$ cat config.mk
export PLATFORM = sky130hd
export DESIGN_NAME = fft_peak_finder
export DESIGN_NICKNAME = d
export VERILOG_FILES = /design/src/rtl/fft_pkg.sv /design/src/rtl/bram_read_pipe.sv /design/src/rtl/fft_peak_finder.sv
export SDC_FILE = /design/constraint.sdc
export NUM_CORES = 1
export LEC_CHECK = 0
export CAP_MARGIN = 30
export CORE_AREA = 2 2 92 94
export CTS_CLUSTER_DIAMETER = 150
export DETAILED_ROUTE_END_ITERATION = 16
export DIE_AREA = 0 0 94 96
export HOLD_SLACK_MARGIN = 0.1
export PLACE_DENSITY = 0.68
export SYNTH_ARGS = -nofsm -noshare
export SYNTH_HDL_FRONTEND = slang
export SYNTH_HIERARCHICAL = 1
export SYNTH_SLANG_ARGS = --single-unit
$ cat constraint.sdc
create_clock -name clk -period 6.59 [get_ports clk]
set_clock_uncertainty 0.2 [all_clocks]
set_input_delay 1.318 -clock clk [delete_from_list [all_inputs] [get_ports clk]]
set_output_delay 1.318 -clock clk [all_outputs]
set_load 0.1 [all_outputs]
$ cat src/rtl/fft_pkg.sv
`default_nettype none
// ============================================================================
//  Module   : fft_pkg
//  Brief    : Shared widths, sentinel and scanner state encoding for the
//             FFT magnitude post-processing blocks.
//  Revision : 1.0 - initial release
// ============================================================================
package fft_pkg;

    localparam int FFT_BINS  = 1024;
    localparam int FFT_MAG_W = 16;
    localparam int FFT_BIN_W = 10;
    localparam int BUCKET_W  = 11;

    // Bucket index 0 is never a real candidate (DC), so it doubles as "no tone"
    localparam logic [BUCKET_W-1:0] NO_PEAK = 11'd0;

    typedef enum logic [1:0] {
        IDLE   = 2'd0,
        SCAN   = 2'd1,
        DRAIN  = 2'd2,
        REPORT = 2'd3
    } peak_state_t;

endpackage : fft_pkg
`default_nettype wire

$ cat src/rtl/bram_read_pipe.sv
`default_nettype none
// ============================================================================
//  Module   : bram_read_pipe
//  Brief    : DEPTH-stage delay line of {valid, index} that tracks which BRAM
//             address the read data currently on the bus belongs to.
//  Revision : 1.0 - initial release
// ============================================================================
module bram_read_pipe #(
    parameter int DEPTH = 1,
    parameter int IDX_W = 10
) (
    input  logic             clk,
    input  logic             rst_n,
    input  logic             in_valid,
    input  logic [IDX_W-1:0] in_index,
    output logic             out_valid,
    output logic [IDX_W-1:0] out_index
);

    logic [DEPTH-1:0] r_valid;
    logic [IDX_W-1:0] r_index [DEPTH];

    // Shift the issued address tag along with the BRAM read latency
    always_ff @(posedge clk) begin
        if (!rst_n) begin
            r_valid <= '0;
            for (int i = 0; i < DEPTH; i++) begin
                r_index[i] <= '0;
            end
        end else begin
            r_valid[0] <= in_valid;
            r_index[0] <= in_index;
            for (int i = 1; i < DEPTH; i++) begin
                r_valid[i] <= r_valid[i-1];
                r_index[i] <= r_index[i-1];
            end
        end
    end

    assign out_valid = r_valid[DEPTH-1];
    assign out_index = r_index[DEPTH-1];

endmodule : bram_read_pipe
`default_nettype wire

$ cat src/rtl/fft_peak_finder.sv
`default_nettype none
// ============================================================================
//  Module   : fft_peak_finder
//  Brief    : Scans the FFT magnitude BRAM after each frame and reports the
//             lowest-indexed bin holding the largest magnitude, or 0 when the
//             peak is below the noise floor.
//  Revision : 1.0 - initial release
// ============================================================================
module fft_peak_finder
    import fft_pkg::*;
#(
    parameter int              NUM_BINS     = 1024,
    parameter int              MIN_BIN      = 1,
    parameter logic [15:0]     NOISE_FLOOR  = 16'h0040,
    parameter int              READ_LATENCY = 1
) (
    input  logic                 clk,
    input  logic                 rst_n,
    input  logic                 start,
    input  logic [FFT_MAG_W-1:0] cur_fft,
    output logic [FFT_BIN_W-1:0] read_addr,
    output logic                 read_enable,
    output logic [BUCKET_W-1:0]  largest_bucket,
    output logic [FFT_MAG_W-1:0] peak_mag,
    output logic                 done,
    output logic                 busy
);

    localparam logic [FFT_BIN_W-1:0] c_first_addr = FFT_BIN_W'(MIN_BIN);
    localparam logic [FFT_BIN_W-1:0] c_last_addr  = FFT_BIN_W'(NUM_BINS - 1);
    localparam logic [1:0]           c_drain_init = 2'(READ_LATENCY - 1);

    peak_state_t            r_state;
    peak_state_t            w_state_next;
    logic                   w_accept;
    logic                   w_last_issue;
    logic                   w_report;
    logic [1:0]             r_drain_cnt;
    logic [FFT_MAG_W-1:0]   r_max;
    logic [FFT_BIN_W-1:0]   r_idx;
    logic                   r_first;
    logic                   w_pipe_valid;
    logic [FFT_BIN_W-1:0]   w_pipe_index;

    bram_read_pipe #(
        .DEPTH (READ_LATENCY),
        .IDX_W (FFT_BIN_W)
    ) u_read_pipe (
        .clk       (clk),
        .rst_n     (rst_n),
        .in_valid  (read_enable),
        .in_index  (read_addr),
        .out_valid (w_pipe_valid),
        .out_index (w_pipe_index)
    );

    // State register
    always_ff @(posedge clk) begin
        if (!rst_n) begin
            r_state <= IDLE;
        end else begin
            r_state <= w_state_next;
        end
    end

    // Next-state decode; busy stays high through the done cycle, so a start
    // seen while the report is still being presented is ignored as well
    always_comb begin
        w_state_next = r_state;
        w_accept     = 1'b0;
        w_last_issue = 1'b0;
        w_report     = 1'b0;
        case (r_state)
            IDLE: begin
                if (start && !busy) begin
                    w_accept     = 1'b1;
                    w_state_next = SCAN;
                end
            end
            SCAN: begin
                if (read_addr == c_last_addr) begin
                    w_last_issue = 1'b1;
                    w_state_next = DRAIN;
                end
            end
            DRAIN: begin
                if (r_drain_cnt == 2'd0) begin
                    w_state_next = REPORT;
                end
            end
            REPORT: begin
                w_report     = 1'b1;
                w_state_next = IDLE;
            end
            default: w_state_next = IDLE;
        endcase
    end

    // Address sweep, running max tracking and result registers
    always_ff @(posedge clk) begin
        if (!rst_n) begin
            read_addr      <= '0;
            read_enable    <= 1'b0;
            largest_bucket <= NO_PEAK;
            peak_mag       <= '0;
            done           <= 1'b0;
            busy           <= 1'b0;
            r_drain_cnt    <= '0;
            r_max          <= '0;
            r_idx          <= '0;
            r_first        <= 1'b0;
        end else begin
            done <= 1'b0;

            // First sample is always taken so a flat spectrum reports MIN_BIN;
            // afterwards only a strictly larger value moves the index (ties
            // keep the lowest bin)
            if (w_pipe_valid) begin
                r_first <= 1'b0;
                if (r_first || (cur_fft > r_max)) begin
                    r_max <= cur_fft;
                    r_idx <= w_pipe_index;
                end
            end

            if (w_accept) begin
                read_addr   <= c_first_addr;
                read_enable <= 1'b1;
                r_max       <= '0;
                r_idx       <= '0;
                r_first     <= 1'b1;
                busy        <= 1'b1;
            end else if (r_state == SCAN) begin
                if (w_last_issue) begin
                    read_enable <= 1'b0;
                end else begin
                    read_addr <= read_addr + 10'd1;
                end
            end

            if (w_last_issue) begin
                r_drain_cnt <= c_drain_init;
            end else if ((r_state == DRAIN) && (r_drain_cnt != 2'd0)) begin
                r_drain_cnt <= r_drain_cnt - 2'd1;
            end

            if (w_report) begin
                largest_bucket <= (r_max >= NOISE_FLOOR) ? BUCKET_W'(r_idx) : NO_PEAK;
                peak_mag       <= r_max;
                done           <= 1'b1;
            end

            if ((r_state == IDLE) && done) begin
                busy <= 1'b0;
            end
        end
    end

endmodule : fft_peak_finder
`default_nettype wire
# After elaboration in Yosys (flattened, before gate mapping)
# Memories as Yosys holds them, arrays and structs flattened. A register that Yosys moved wholly into a read port is not among the register bits.
# Index checks and enable logic that the tools add are counted.
# W data, S select, Z words.
word_totals:
  latch_bits: 0
  ram_bits: 10
  register_bits: 62
  memories: 1
  mem_bits_ro: 0
  output_inout_bits: 40
  input_bits: 19
op_classes:
  shift: 0
  bitwise: 2
  n_lt_le_gt_ge: 2
  div: 0
  muxes: 23
  eq_ne: 8
  add_sub_neg: 2
  mul: 0
  reduce_logical: 20
mem_list:
  columns: ["name", "depth", "word_bits", "read_ports", "rd_clocked_by_memory_dff", "wr", "line_no", "text"]
  rows:
  - ["u_read_pipe.r_index", 1, 10, 1, 1, 1, "bram_read_pipe.sv:21", "logic [IDX_W-1:0] r_index [DEPTH];"]
op_table:
  columns: ["operator", "n"]
  rows:
  - ["$mux W10", 2]
  - ["$mux W1", 17]
  - ["$ge A16 B7 Y1 const B", 1]
  - ["$gt A16 B16 Y1", 1]
  - ["$add A10 B1 Y10 const B", 1]
  - ["$eq A10 B10 Y1 const B", 1]
  - ["$reduce_or A10 Y1", 1]
  - ["$ne A2 B2 Y1 const B", 4]
  - ["$pmux W2 S4", 1]
  - ["$reduce_and A2 Y1", 4]
  - ["$reduce_bool A2 Y1", 4]
  - ["$mux W2", 3]
  - ["$reduce_or A2 Y1", 3]
  - ["$eq A2 B2 Y1 const B", 2]
  - ["$logic_not A2 Y1", 2]
  - ["$logic_and A1 B1 Y1", 3]
  - ["$reduce_and A3 Y1", 1]
  - ["$eq A2 B1 Y1 const B", 1]
  - ["$not A1 Y1", 2]
  - ["$sub A2 B1 Y2 const B", 1]
  - ["$logic_not A1 Y1", 1]
  - ["$logic_or A1 B1 Y1", 1]

# Logic depth before layout (Yosys ltp)
# Gate-level depths: netlist (run 1).
depth:
  depth_word: 6
  ltp_mapped: 9
  ltp_nobuf: 7

# Cells and area by module
# Netlist (run 1), hierarchy kept.
modules_own_cells:
  columns: ["module", "cells_each", "instances", "area_each_um2", "seq_area_each_um2"]
  rows:
  - ["fft_peak_finder", 355, 1, 3214.3, 1401.3]
  - ["bram_read_pipe", 23, 1, 300.3, 220.2]

# Least setup slack after synthesis (run 1)
# No wires, ideal clock.
synth_timing:
  kind: "input to register"
  from: "input cur_fft[15]"
  to: "register r_idx[6], read port of u_read_pipe.r_index"
  setup_ps: 72
  path_buffers: 2
  t_arrival_ps: 3056
  stages: 8
  setup_slack_ps: 3262
  cell_sequence: "ha_1 > nand4_2 > or4_4 > o31ai_1 > a31o_1 > buf_6 > buf_12 > mux2i_1"
synth_via:
  elab_chain_cells: 3
synth_rtl:
  columns: ["element", "line_no", "text"]
  rows:
  - ["start, declared", "fft_peak_finder.sv:20", "input logic [FFT_MAG_W-1:0] cur_fft,"]
  - ["$gt A16 B16 Y1", "fft_peak_finder.sv:120", "if (r_first || (cur_fft > r_max)) begin"]
  - ["$logic_or A1 B1 Y1", "fft_peak_finder.sv:120", null]
  - ["$reduce_and A2 Y1 (no line)", null, null]
  - ["end, declared", "fft_peak_finder.sv:40", "logic [FFT_BIN_W-1:0] r_idx;"]
# No other way between the ends.
# A chain may end at the register's enable or synchronous reset.

# Worst setup path in the final report (run 1)
layout_timing:
  from: "input cur_fft[14]"
  to: "register r_max[15]"
layout_via:
  elab_chain_cells: 3
layout_rtl:
  columns: ["element", "line_no", "text"]
  rows:
  - ["$gt A16 B16 Y1", "fft_peak_finder.sv:120", null]
  - ["$logic_or A1 B1 Y1", "fft_peak_finder.sv:120", null]
  - ["$reduce_and A2 Y1 (no line)", null, null]
  - ["end signal, assigned", "fft_peak_finder.sv:121", "r_max <= cur_fft;"]
  - ["end, declared", "fft_peak_finder.sv:39", "logic [FFT_MAG_W-1:0] r_max;"]
# No other way between the ends.

==> impl_metrics.csv, run 1 <==
group,metric,value,unit
die,die_area,9024,sq um
logic_synthesis,ys_seq_elements,81,
logic_synthesis,synth_top_area_share,46.14,%
final_layout,insertedDiodeCount,0,
outcome,status,"complete, no violations",
critical_path,critPathSlowestCell,"or4_4",
placement,io_buffer_count,57,
global_routing,grt_first_pass_wirelength,11.90,mm
timing,rsz0062_at_grt,"false",
critical_path,worst-path-max-fanout,16,
logic_synthesis,ys.flop_type,"dfxtp_1",
clock_tree,cts-hold-fix-buffers,0,
critical_path,cp-end-kind,"flop",
global_routing,grt_util_all_layers,16.81,%
timing,fin_ws,2.491,ns
clock_tree,clock_latency,0.35,ns
drt,drt_iter0_markers,134,
power,power_density,278.6,nW/um^2
drt,via_per_inst,4.945,
logic_synthesis,synth_area,3515,sq um
timing,fmax,244.0,MHz
clock_tree,htree_num_levels,3,
logic_synthesis,synthTopCellsByArea,"dfxtp_1 46%, mux2i_1 12%, ha_1 7.8%",
clock_tree,clk_pin_slew,0.09,ns
clock_tree,cts_resized,0,
logic_synthesis,postSynthCellCount,378,
clock_tree,cts_setup_buffers,0,
logic_synthesis,synth_largest_area_cell,"dfxtp_1",
final_layout,fin_util,54.03,%
logic_synthesis,synth_nets,419,
die,die_w,94,microns
clock_tree,clk_path_buf_depth,2,
drt,routed_wl,7.077,mm
clock_tree,cts-root-buf,"clkbuf_8",
logic_synthesis,synth_cell_types,41,
drt,post_drt_wl_per_cell,13.06,microns
timing,finalCriticalPeriod,4.099,ns
critical_path,critPathKind,"in2reg",
timing,worstMarginPinSlew,1.020,ns
drt,vias,2680,
die,start_util,43.65,%
die,row_count,33,
final_layout,final-instance-count-excl-fill,542,
clock_tree,cts.sink_count,81,
placement,placedCellCount,526,
die,io_pins,59,
global_routing,grt_max_degree,53,
power,leakagePower,1.689,nW
logic_synthesis,synth-edff-count,0,
critical_path,slowest_delay,0.56,ns
logic_synthesis,ys_async_sr_fraction,0,%
logic_synthesis,yosysWarnings,6,
critical_path,worstSetupStartpointType,"input pin",
drt,final_antenna_net_count,0,
clock_tree,cts_tree,"yes",
final_layout,syn2layout_area_growth,23.78,%
power,vdd_drop_max,0.3506,mV
timing,slew_headroom,31.78,%
global_routing,antenna_found_initial,0,
timing,hold_viol,0,
timing,post-route-period-util,62.20,%
logic_synthesis,ys_seq_area_share,46.14,%
logic_synthesis,syn_avg_cell_area,9.298,sq um
global_routing,grt_overflow,0,
drt,dr.pass1.iters,5,
die,core_area,8051,sq um
min_path,min-delay-path-class,"reg2reg",
placement,pre_cts_slack,2.133,ns
timing,report.final.setup_viol,0,
final_layout,drive_above_1_share,5.034,%
timing,drv_slew,0,
timing,fin_tns_setup,0,ns
timing,finalHoldWorstSlack,0.2255,ns
drt,drc,0,
clock_tree,cts_inserted_buffers,9,
critical_path,crit_arrival,4.17,ns
critical_path,crit_required,6.66,ns
placement,gp_congestion,0.8352,
job,maxCapViolCount,0,
final_layout,fin_nets,473,
logic_synthesis,yosys-top-cells-count,"81 x dfxtp_1, 60 x nand2_1, 43 x mux2i_1, 40 x nor2_1, 26 x inv_1",
logic_synthesis,synth.most_common_cell,"dfxtp_1",
global_routing,grt_pass1_vias,2566,
placement,dp.final_hpwl,4.986,mm
die,die_h,96,microns
critical_path,crit_path_cell_trace,"clkdlybuf4s50_1 > ha_1 > nand4_2 > or4_4 > o31ai_1 > a31o_1 > buf_4 > mux2i_1",
[power by group]
part,internal [W],total [W],switching [W]
Sequential,0.000516,0.000544,0.0000276
Combinational,0.000104,0.000304,0.000200
Clock,0.000178,0.000364,0.000186
[area by class of cell]
type                            count  area [sq um]
Clock buffer                        9         123.9
Clock inverter                      7         78.83
Fill cell                         754          3701
Inverter                           26         97.59
Multi-Input combinational cell    253          1677
Sequential cell                    81          1622
Tap cell                          105         131.4
Timing Repair Buffer               61         620.6
[path summary, 6_finish.rpt]
kind / startpoint / to / slack, ns / cells after the start
max: cur_fft[14] / r_max[15] / 2.49 / 8
min: u_read_pipe/r_index[0][6] / r_idx[6] / 0.23 / 2
max reg2reg: r_max[13] / r_max[15] / 3.47 / 8
min reg2reg: u_read_pipe/r_index[0][6] / r_idx[6] / 0.23 / 2
[state kept, by name, summed over array words and instances, names as in the netlist]
register / count
read_enable: 1
peak_mag: 16
read_addr: 10
done: 1
busy: 1
u_read_pipe/r_index: 10
r_idx: 10
r_max: 16
r_state: 2
r_drain_cnt: 2
r_first: 1
u_read_pipe/out_valid: 1
largest_bucket: 10
[cell usage in the layout, fill, tap and decap left out, drive strengths merged, types with 2 or more instances in the layout]
master	n
o21ai	3
and2	13
a211oi	4
clkbuf	9
dfxtp	81
inv	28
nand3	5
mux2i	43
clkinvlp	3
xnor2	5
buf	4
xor2	4
clkdlybuf4s50	57
o31ai	2
nand4	5
a21oi	10
ha	22
or3	2
nand2	60
nor3	5
nand2b	2
a22oi	10
nor2b	2
nor2	40
nor4	2
[layer usage]
| layer | vias up | share of wire (%) | wire length [microns] | GRT usage [%] |
|---|---|---|---|---|
| met5 | - | 0 | 0 | 0 |
| met1 | 1243 | 51 | 3642 | 23.16 |
| li1 | 1371 | - | - | - |
| met3 | 5 | 4.1 | 291 | 3.602 |
| met4 | 0 | 0.85 | 60 | 7.367 |
| met2 | 61 | 44 | 3082 | 25.42 |
[stage by stage]
| stage | total power (W) | cell area (sq um) |
|---|---|---|
| global route | 0.001282 | 4350 |
| CTS | 0.001221 | 4350 |
| global placement | 0.0008513 | 4120 |
| finish | 0.001212 | 4350 |
| floorplan | 0.0007928 | 3515 |
| detailed placement | 0.0008568 | 4148 |
[worst max-delay path: cells and delay by family]
family / cells / cell delay [ns]
compound gates: 2 / 0.77
fa+ha+maj: 1 / 0.32
buf+inv: 2 / 0.84
mux: 1 / 0.22
simple gates: 2 / 0.69
[cells by family after synthesis]
logic type	after synthesis	share of synthesized area, %
compound gates	38	7.405
flops	81	46.14
xor+xnor	9	2.243
simple gates	140	17.87
buf+inv	44	6.159
fa+ha+maj	22	7.832
mux	43	12.25
other cells	1	0.1067
No activity file was read; power rests on OpenSTA's default activity.
==> run 2, diff against run 1 <==
==> constraint.sdc (replaced) <==
create_clock -name clk -period 4.05 [get_ports clk]
set_clock_uncertainty 0.2 [all_clocks]
set_input_delay 0.81 -clock clk [delete_from_list [all_inputs] [get_ports clk]]
set_output_delay 0.81 -clock clk [all_outputs]
set_load 0.1 [all_outputs]
==> run 2 against run 1 <==
Against the previous run:
- via count shrank 0.56%
- sequential share of layout area grew 0.054 points
- largest power group unchanged
- hold slack gained 0.013 ns
- flip-flop and latch count is the same
==> impl_metrics.csv, run 2 (synthesis gave the netlist of run 1 again) <==
group,metric,value,unit
clock_tree,htree_num_levels,3,
global_routing,grt_util_all_layers,16.66,%
timing,report.final.setup_viol,0,
clock_tree,clock_latency,0.35,ns
job,maxCapViolCount,0,
final_layout,reg_top3,"peak_mag (16), r_max (16)",
clock_tree,cts.sink_count,81,
critical_path,cpLargestDelayFamily,"buffers and inverters",
clock_tree,cts-hold-fix-buffers,0,
die,die_area,9024,sq um
power,leakagePower,1.693,nW
placement,placedCellCount,527,
final_layout,final_common_cell,"dfxtp_1",
drt,drt_iter0_markers,93,
timing,slew_headroom,32.42,%
critical_path,crit_arrival,3.21,ns
clock_tree,cts_inserted_buffers,9,
die,die_h,96,microns
drt,final_antenna_net_count,0,
global_routing,grt_max_degree,53,
final_layout,most-common-layout-cells,"81 x dfxtp_1, 60 x nand2_1, 57 x clkdlybuf4s50_1",
timing,finalCriticalPeriod,3.133,ns
timing,fmax,319.2,MHz
min_path,min-delay-path-class,"reg2reg",
placement,io_buffer_count,57,
critical_path,slowest_delay,0.57,ns
critical_path,crit_required,4.13,ns
power,power_density,458.0,nW/um^2
critical_path,worst-path-max-fanout,16,
drt,post_drt_wl_per_cell,12.69,microns
clock_tree,clk_path_buf_depth,2,
final_layout,drive_above_1_share,5.251,%
global_routing,grt_pass1_vias,2593,
drt,via_per_inst,4.908,
global_routing,top_usage_layer,"met2",
global_routing,grt_util_met1,22.59,%
clock_tree,cts_setup_buffers,0,
critical_path,crit_buf_inv,2,
die,row_count,33,
timing,rsz0062_at_grt,"false",
clock_tree,cts_resized,0,
clock_tree,cts-root-buf,"clkbuf_8",
outcome,status,"complete, no violations",
drt,dr.pass1.iters,4,
timing,drv_slew,0,
die,core_area,8051,sq um
die,die_w,94,microns
global_routing,antenna_found_initial,0,
die,start_util,43.65,%
timing,hold_viol,0,
critical_path,critPathKind,"in2reg",
placement,gp_congestion,0.8308,
final_layout,syn2layout_area_growth,23.60,%
global_routing,grt_first_pass_wirelength,11.89,mm
global_routing,grt_overflow,0,
critical_path,crit_path_cell_trace,"clkdlybuf4s50_1 > ha_1 > nand4_2 > or4_4 > o31ai_1 > a31o_1 > buf_4 > mux2i_1",
critical_path,critPathSlowestCell,"or4_4",
clock_tree,cts_tree,"yes",
drt,drc,0,
final_layout,fin_nets,474,
die,io_pins,59,
global_routing,met3_usage,4.072,%
critical_path,worstSetupStartpointType,"input pin",
drt,routed_wl,6.889,mm
final_layout,insertedDiodeCount,0,
final_layout,fillerInstances,761,
power,vdd_drop_max,0.4245,mV
clock_tree,clk_pin_slew,0.09,ns
final_layout,final-instance-count-excl-fill,543,
timing,fin_tns_setup,0,ns
global_routing,gr-usage-met2,26.01,%
timing,post-route-period-util,77.36,%
critical_path,cp-end-kind,"flop",
drt,vias,2665,
placement,dp.final_hpwl,4.916,mm
timing,worstMarginPinSlew,1.011,ns
[run 2: per-stage QoR]
stage                     util (%)  hold slack, ns  total power (W)  area, sq um  setup slack (ns)
after global routing         53.95          0.2580         0.002099         4344            0.7927
after CTS                    53.95          0.2382         0.002013         4344            0.9094
final                        53.95          0.2381         0.001990         4344            0.9168
after global placement       51.36          0.2239         0.001388         4135            0.6766
after detailed placement     51.36          0.2306         0.001398         4135            0.5760
after floorplan                  -          0.2202         0.001290         3515             1.231
[run 2: power breakdown]
group          leakage, nW  internal (W)  switching (W)
Combinational        0.939      0.000171       0.000326
Clock                0.100      0.000298       0.000314
Sequential           0.654      0.000840      0.0000403
[run 2: final cells by class]
type / count / area, sq um / area share [%]
flip-flops and latches: 81 / 1622 / 37.33
multi-input cells: 253 / 1677 / 38.59
repair buffers: 62 / 608.1 / 14.00
clock buffers: 9 / 123.9 / 2.851
inverters: 26 / 97.59 / 2.247
well taps: 105 / 131.4 / 3.024
clock inverters: 7 / 85.08 / 1.959
[run 2: per-layer routing]
| metal | vias to the layer above | part of all wire, % |
|---|---|---|
| met5 | - | 0 |
| met4 | 0 | 1.3 |
| met3 | 9 | 4.7 |
| met2 | 59 | 44 |
| met1 | 1221 | 50 |
| li1 | 1376 | - |
[run 2: worst paths after layout]
path	cells past startpoint	from	endpoint	slack, ns
worst max-delay path	8	cur_fft[12]	r_idx[7]	0.92
worst min-delay path	2	u_read_pipe/r_index[0][3]	r_idx[3]	0.24
worst max register to register	8	r_max[14]	r_idx[7]	1.38
worst min register to register	2	u_read_pipe/r_index[0][3]	r_idx[3]	0.24
[run 2: tightest hold or removal path: cells and delay by family (launching register included)]
family	cells	cell delay (ns)
flip-flops	1	0.31
multiplexers	1	0.05
AND/OR/NAND/NOR	1	0.05
==> run 3, diff against run 2 <==
==> constraint.sdc (replaced) <==
create_clock -name clk -period 3 [get_ports clk]
set_clock_uncertainty 0.2 [all_clocks]
set_input_delay 0.6 -clock clk [delete_from_list [all_inputs] [get_ports clk]]
set_output_delay 0.6 -clock clk [all_outputs]
set_load 0.1 [all_outputs]
==> run 3 against run 2 <==
Against the previous run:
- sequential share of layout area increased by 0.34 points
- setup slack got worse by 0.82 ns
- register-to-register slack got worse by 1.0 ns
- highest routed layer unchanged
==> impl_metrics.csv, run 3 (synthesis gave the netlist of run 1 again) <==
group,metric,value,unit
critical_path,crit_path_cell_trace,"clkdlybuf4s50_1 > ha_1 > nand4_2 > or4_4 > o31ai_2 > a31o_1 > buf_12 > mux2i_1",
job,maxCapViolCount,0,
drt,drt_iter0_markers,113,
critical_path,crit_buf_inv,2,
clock_tree,cts-root-buf,"clkbuf_8",
drt,post_drt_wl_per_cell,12.66,microns
die,start_util,43.65,%
critical_path,slowest_delay,0.58,ns
global_routing,antenna_found_initial,0,
power,total_power,0.002658,W
power,power_density,617.4,nW/um^2
global_routing,grt_pass1_vias,2355,
critical_path,r2r_end,"r_max[12]",
clock_tree,cts_inserted_buffers,9,
power,vdd_drop_max,0.5155,mV
power,pwr-share-comb,26.2,%
placement,io_buffer_count,57,
clock_tree,cts.sink_count,81,
placement,gp_congestion,0.7856,
critical_path,cp-end-kind,"flop",
critical_path,startpoint,"cur_fft[15]",
final_layout,fillerInstances,753,
critical_path,cpLargestDelayFamily,"simple AND/OR/NAND/NOR gates",
clock_tree,htree_num_levels,3,
final_layout,final_common_cell,"dfxtp_1",
final_layout,syn2layout_area_growth,22.50,%
die,row_count,33,
die,die_w,94,microns
critical_path,crit_required,3.07,ns
power,internal_power,0.001773,W
timing,fmax,344.5,MHz
critical_path,critPathKind,"in2reg",
power,pwr-share-seq,44.9,%
die,io_pins,59,
global_routing,grt_overflow,0,
drt,dr.pass1.iters,5,
power,p_clk_share,28.9,%
power,p_sw,0.0008852,W
clock_tree,clk_path_buf_depth,2,
die,die_area,9024,sq um
clock_tree,cts_setup_buffers,0,
timing,rsz0062_at_grt,"false",
drt,routed_wl,6.937,mm
die,die_h,96,microns
power,leakagePower,1.806,nW
final_layout,final-instance-count-excl-fill,548,
power,p_sw_share,33.30,%
min_path,min-delay-path-class,"reg2reg",
drt,vias,2685,
final_layout,reg_top3,"peak_mag (16), r_max (16)",
timing,finalCriticalPeriod,2.903,ns
critical_path,crit_end,"r_max[12]",
timing,finalHoldWorstSlack,0.2381,ns
drt,drc,0,
critical_path,worst-path-max-fanout,14,
final_layout,fin_nets,479,
drt,final_antenna_net_count,0,
timing,post-route-period-util,96.77,%
timing,hold_viol,0,
global_routing,grt_max_degree,53,
critical_path,rrSetupSlack,0.35,ns
outcome,status,"complete, no violations",
critical_path,critPathSlowestCell,"or4_4",
timing,drv_slew,0,
timing,report.final.setup_viol,0,
placement,placedCellCount,532,
clock_tree,clk_pin_slew,0.08,ns
critical_path,crit_arrival,2.97,ns
clock_tree,cts_tree,"yes",
placement,dp.final_hpwl,4.952,mm
global_routing,grt_first_pass_wirelength,11.32,mm
timing,fin_tns_setup,0,ns
critical_path,reg2reg_depth,8,
die,core_area,8051,sq um
clock_tree,clock_latency,0.35,ns
min_path,holdPathStages,2,
final_layout,most-common-layout-cells,"81 x dfxtp_1, 60 x nand2_1, 46 x buf_4",
final_layout,insertedDiodeCount,0,
critical_path,path_depth,8,
global_routing,grt_util_all_layers,16.06,%
final_layout,drive_above_1_share,14.90,%
drt,via_per_inst,4.900,
critical_path,r2r-start,"r_max[15]",
critical_path,worstSetupStartpointType,"input pin",
[run 3: what timing repair did]
item	CTS	global route
gates resized for setup	0	1
endpoints found under the setup margin	0	5
hold buffers	0	0
endpoints found under the hold margin	0	0
[run 3: how the worst min path moves through the flow]
stage,start,endpoint,slack [ns]
after CTS,u_read_pipe/r_index[0][6],r_idx[6],0.24
final,u_read_pipe/r_index[0][8],r_idx[8],0.24
after global placement,u_read_pipe/r_index[0][8],r_idx[8],0.23
after detailed placement,u_read_pipe/r_index[0][8],r_idx[8],0.23
after floorplan,u_read_pipe/r_index[0][0],r_idx[0],0.22
after global routing,u_read_pipe/r_index[0][8],r_idx[8],0.25
[run 3: layer usage]
metal  vias up  wire length, microns  GRT usage (%)
met3         9                   315          3.054
li1       1394                     -              -
met4         0                   103          7.246
met1      1217                  3454          22.37
met5         -                     0              0
met2        65                  3064          24.17
[run 3: worst reg2reg max path, cell delays in order, from the launching register on]
cell	delay (ns)
dfxtp_1	0.41
inv_1	0.07
ha_1	0.30
nand4_2	0.15
or4_4	0.58
o31ai_2	0.22
a31o_1	0.24
buf_12	0.19
mux2i_1	0.22
[run 3: metrics by stage]
step,setup slack (ns),area (sq um),util [%]
detailed placement,-0.2390,4113,51.08
CTS,0.1274,4300,53.41
global route,0.04667,4305,53.47
floorplan,0.1930,3515,-
finish,0.09700,4305,53.47
global placement,-0.1355,4113,51.08
[run 3: power by group through the flow]
stage | sequential, W | clock (W) | combinational, W
final | 0.00119 | 0.000769 | 0.000695
after global routing | 0.00120 | 0.000837 | 0.000761
after CTS | 0.00119 | 0.000790 | 0.000701
after detailed placement | 0.00122 | 0 | 0.000697
after global placement | 0.00122 | 0 | 0.000687
after floorplan | 0.00134 | 0 | 0.000406
[run 3: layout make-up]
| type | instances | area [sq um] | area share, % |
|---|---|---|---|
| multi-input cells | 253 | 1682 | 39.06 |
| flip-flops and latches | 81 | 1622 | 37.66 |
| repair buffers | 67 | 585.6 | 13.60 |
| clock buffers | 11 | 131.4 | 3.051 |
| well taps | 105 | 131.4 | 3.051 |
| inverters | 26 | 97.59 | 2.267 |
| clock inverters | 5 | 56.30 | 1.308 |
